<file path="config.mk">
export PLATFORM = sky130hd
export DESIGN_NAME = uart_tx_arbiter
export DESIGN_NICKNAME = d
export VERILOG_FILES = /design/src/rtl/uart_tx_arbiter.sv
export SDC_FILE = /design/constraint.sdc
export NUM_CORES = 1
export LEC_CHECK = 0
export ABC_AREA = 1
export BUFFER_PORTS_ARGS = -buffer_cell sky130_fd_sc_hd__buf_2
export CAP_MARGIN = 0
export CORE_MARGIN = 2
export CORE_UTILIZATION = 45
export CTS_BUF_LIST = sky130_fd_sc_hd__clkbuf_4 sky130_fd_sc_hd__clkbuf_8
export CTS_CLUSTER_SIZE = 30
export DETAILED_ROUTE_END_ITERATION = 7
export PLACE_DENSITY = 0.66
export SYNTH_ARGS = -nofsm -noshare
export SYNTH_HDL_FRONTEND = slang
export SYNTH_SLANG_ARGS = --single-unit
</file>
<file path="constraint.sdc">
create_clock -name io_mainClk -period 4.8 [get_ports io_mainClk]
set_clock_uncertainty 0.2 [all_clocks]
set_input_delay 0 -clock io_mainClk [delete_from_list [all_inputs] [get_ports io_mainClk]]
set_output_delay 0 -clock io_mainClk [all_outputs]
set_load 0.01 [all_outputs]
</file>
<file path="src/rtl/uart_tx_arbiter.sv">
// Two-requester round-robin arbiter feeding a single 8N1 UART transmitter.
// A byte is accepted only while the transmitter is idle and is sent LSB first.
module uart_tx_arbiter #(
  parameter int unsigned CLKS_PER_BIT = 104
) (
  input  logic       io_mainClk,
  input  logic       io_asyncReset,
  input  logic       req0_valid,
  input  logic [7:0] req0_data,
  output logic       req0_ready,
  input  logic       req1_valid,
  input  logic [7:0] req1_data,
  output logic       req1_ready,
  output logic       io_uart_txd,
  output logic       busy,
  output logic       grant_id
);

  localparam int unsigned TW = $clog2(CLKS_PER_BIT);
  localparam logic [TW-1:0] TIMER_LAST = TW'(CLKS_PER_BIT - 1);

  typedef enum logic [1:0] {IDLE, START, DATA, STOP} state_t;

  state_t        state_q, state_d;
  logic [TW-1:0] timer_q, timer_d;
  logic [2:0]    bit_idx_q, bit_idx_d;
  logic [7:0]    shift_q, shift_d;
  logic          txd_q, txd_d;
  logic          grant_q, grant_d;
  logic          last_q, last_d;
  logic          idle;
  logic          winner;
  logic          bit_end;

  // Under contention the requester that was not served last wins.
  always_comb begin
    if (req0_valid && req1_valid) winner = ~last_q;
    else                          winner = req1_valid;
  end

  assign idle        = (state_q == IDLE);
  assign busy        = ~idle;
  assign req0_ready  = idle && !io_asyncReset && req0_valid && !winner;
  assign req1_ready  = idle && !io_asyncReset && req1_valid && winner;
  assign bit_end     = (timer_q == TIMER_LAST);
  assign io_uart_txd = txd_q;
  assign grant_id    = grant_q;

  always_comb begin
    state_d   = state_q;
    timer_d   = timer_q;
    bit_idx_d = bit_idx_q;
    shift_d   = shift_q;
    txd_d     = txd_q;
    grant_d   = grant_q;
    last_d    = last_q;
    case (state_q)
      IDLE: begin
        timer_d   = '0;
        bit_idx_d = '0;
        txd_d     = 1'b1;
        if (req0_ready || req1_ready) begin
          shift_d = winner ? req1_data : req0_data;
          grant_d = winner;
          last_d  = winner;
          txd_d   = 1'b0;
          state_d = START;
        end
      end
      START: begin
        timer_d = bit_end ? '0 : timer_q + TW'(1);
        if (bit_end) begin
          txd_d   = shift_q[0];
          state_d = DATA;
        end
      end
      DATA: begin
        timer_d = bit_end ? '0 : timer_q + TW'(1);
        if (bit_end) begin
          shift_d = shift_q >> 1;
          // txd is registered, so the next bit is taken from shift_q[1] one cycle early.
          if (bit_idx_q == 3'd7) begin
            txd_d   = 1'b1;
            state_d = STOP;
          end else begin
            bit_idx_d = bit_idx_q + 3'd1;
            txd_d     = shift_q[1];
          end
        end
      end
      STOP: begin
        timer_d = bit_end ? '0 : timer_q + TW'(1);
        if (bit_end) state_d = IDLE;
      end
      default: state_d = IDLE;
    endcase
  end

  always_ff @(posedge io_mainClk or posedge io_asyncReset) begin
    if (io_asyncReset) begin
      state_q   <= IDLE;
      timer_q   <= '0;
      bit_idx_q <= '0;
      shift_q   <= '0;
      txd_q     <= 1'b1;
      grant_q   <= 1'b0;
      last_q    <= 1'b1;
    end else begin
      state_q   <= state_d;
      timer_q   <= timer_d;
      bit_idx_q <= bit_idx_d;
      shift_q   <= shift_d;
      txd_q     <= txd_d;
      grant_q   <= grant_d;
      last_q    <= last_d;
    end
  end

endmodule

</file>
==> key figures <==
STA
  – Final period utilization: 0.529
  – Worst rel slew slack: 0.377
  – Setup Viol. Count Final: 0
  – Max Slew Vio Count: 0
  – Final Hold Viols: 0
  – Slew @ Worst Pin: 934 ps
  – Unrepaired setup endpoints after global routing: false
  – Post-route setup TNS: 0 ps
  – Fmax: 0.394 GHz
  – Fin crit period: 2540 ps
  – Final WS setup: 2260 ps

Placement
  – Place WS: 2640 ps
  – Dpl hpwl: 2200 um
  – Port Buf Inserts: 24
  – Post-Place Cells: 262
  – GP Congestion: 0.845

Floorplanning
  – Rows: 20
  – # IOs: 25
  – Total die area: 0.00365 mm2
  – Initial Util: 0.469
  – Core ar.: 0.00305 mm2
  – Die width: 60.4 um
  – Chip height: 60.4 um

Logic synthesis
  – Synth Area in Simple Gates: 0.384
  – Syn Area/Cell: 7.20 um2
  – Mux cell area share after synthesis: 0
  – Main combinational cell family by area after synthesis: simple AND/OR/NAND/NOR gates
  – Adder-Cell Fraction of Synth Area: 0.0699
  – Post-Synth XOR/XNOR Area: 0
  – Syn Nets: 227
  – Synthesized flop and latch total: 23
  – Gate Count Post-Synth: 199
  – Sequential-to-total area share from yosys stat: 0.403
  – Warning count from the yosys run: 0
  – Synth Area in Compound Gates: 0.0472
  – Netlist Area Pre-Place: 0.00143 mm2
  – Distinct cells, synth: 19

Route
  – DR vias/cell: 4.70
  – WL/cell: 10.9 um
  – Top sig layer: met4
  – WL final: 3120 um
  – Metal2 WL: 1440 um
  – DR iter-0 viols: 45
  – 1st-pass router iterations: 4
  – Remaining DRCs: 0
  – Met3 wire length: 103 um
  – Via count: 1,344
  – Antenna Nets Post-Route: 0
  – Met1 Routed Length: 1560 um

Power and ir drop
  – Pleak: 1.01 nW
  – Sw Ratio: 0.440
  – PD cells: 504 mW/mm2
  – Max IR drop VDD: 0.368 mV
  – Clock power share: 0.105
  – Sequential fraction of design power: 0.348
  – Logic pwr share: 0.547
  – Internal power: 0.510 mW
  – NetSw: 0.400 mW

Global route
  – GR Overflow Total: 0
  – GRT Util Overall: 0.200
  – Vias in the first global route: 1,241
  – First-pass GRT wire length: 5530 um
  – Largest net degree at the start of global routing: 26
  – Initial antenna violation count: 0

Layout
  – Share of post-route cells with drive strength above 1: 0.174
  – Non-filler cells, final: 286
  – Core Util, Final: 0.592
  – Most frequent cells in the layout: nand2_1, nand3_1, inv_1, buf_2, dfrtp_1
  – P&R area growth vs syn: 26.1%
  – Ant. Diodes: 0
  – Nets: 271
  – Commonest non-fill, non-tap cell in the layout: nand2_1

Setup path
  – R2R Path End: shift_q[2]
  – Startpoint types: flop
  – Worst R2R Start: state_q[0]
  – WP data required: 4810 ps
  – Critical Path Start: state_q[0]
  – Worst setup path category: reg -> reg
  – Crit-path max FO: 17
  – Reg2Reg Depth: 8
  – Critical Path Sink: shift_q[2]
  – R2R setup slack: 2260 ps
  – Worst setup EP type: flop
  – Worst path arrival time: 2550 ps

Job
  – Maxcap violations: 0

Clock network
  – CTS tree: yes
  – CTS Buf Count: 3
  – CTS H-Tree Depth: 1
  – Clock Sinks: 23
  – Clock transition at the registers of the reported paths: 130 ps
  – Root buf cell: clkbuf_4
  – Clk buf depth: 2
  – Worst skew pair latency: 310 ps

Outcome
  – Status: complete, no violations

Min path
  – Tightest Hold Check Type: in -> async
==> Yosys cell counts <==
| cell | count | area share |
|---|---|---|
| nor2_1 | 9 | 0.024 |
| nand2_2 | 3 | 0.013 |
| nand3_2 | 2 | 0.014 |
| inv_2 | 2 | 0.0052 |
| nand4_1 | 4 | 0.017 |
| nand3_1 | 31 | 0.11 |
| a21oi_1 | 5 | 0.017 |
| buf_6 | 1 | 0.0079 |
| dfstp_2 | 2 | 0.037 |
| inv_1 | 26 | 0.068 |
| nand2_4 | 1 | 0.0079 |
| nand2_1 | 68 | 0.18 |
| ha_1 | 8 | 0.070 |
| buf_2 | 4 | 0.014 |
| o21a_1 | 1 | 0.0052 |
| o21ai_0 | 7 | 0.024 |
| dfrtp_1 | 21 | 0.37 |
| or2_2 | 3 | 0.013 |
| nand4_2 | 1 | 0.0087 |
==> cell type report <==
cell class	instances	area [um2]
sequential	23	578
clock buffer	4	30.0
multi-input combinational	143	718
inverter	28	105
fill	310	1250
timing repair buffer	44	320
tap	44	55.1
==> metal layers <==
layer	track usage	vias to the layer above
li1	-	716
met1	0.292	602
met2	0.312	24
met3	0.0448	2
met4	0.0373	0
met5	0	-
==> flip-flops by register name, indices dropped and copies added (netlist names) <==
name and count:
shift_q 8, timer_q 7, bit_idx_q 3, state_q 2, grant_id 1, io_uart_txd 1, last_q 1
==> cell families after synthesis <==
family          count (synthesis)
compound gates                 13
buf+inv                        33
simple gates                  122
fa+ha+maj                       8
flops                          23
==> worst min-delay path by stage <==
| stage | start | end | slack (ps) |
|---|---|---|---|
| 4_1_cts | io_asyncReset | timer_q[1] | 250 |
| 2_1_floorplan | io_asyncReset | bit_idx_q[0] | -170 |
| 5_1_grt | io_uart_txd | io_uart_txd | 300 |
| 6_report | io_asyncReset | timer_q[1] | 220 |
| 3_3_place_gp | io_asyncReset | state_q[0] | 60 |
| 3_5_place_dp | io_asyncReset | timer_q[1] | 60 |
==> timing repair <==
item	CTS	global route
gates resized for setup	0	0
endpoints found under the hold margin	32	0
setup buffers	0	0
hold buffers	20	0
==> critical path: stages (launching register included) <==
cell	delay, ps
dfrtp_1	440
inv_1	120
ha_1	560
inv_2	230
nand3_1	140
dlygate4sd3_1	560
nand2_1	60
nand3_1	80
nand2_1	60
==> metrics by stage <==
step | total power, mW | hold slack (ps) | instance area [um2]
global route | 1.01 | 297 | 1810
detailed placement | 0.771 | 59.2 | 1580
floorplan | 0.675 | -168 | 1430
finish | 0.910 | 220 | 1810
CTS | 0.917 | 250 | 1810
global placement | 0.765 | 59.8 | 1580
==> power groups by stage <==
stage | clock network [mW] | registers [mW] | logic, mW
6_report | 0.0954 | 0.317 | 0.498
5_1_grt | 0.106 | 0.328 | 0.572
4_1_cts | 0.100 | 0.317 | 0.500
3_5_place_dp | 0 | 0.321 | 0.450
3_3_place_gp | 0 | 0.320 | 0.445
2_1_floorplan | 0 | 0.315 | 0.361
No activity file was read; power rests on OpenSTA's default activity.
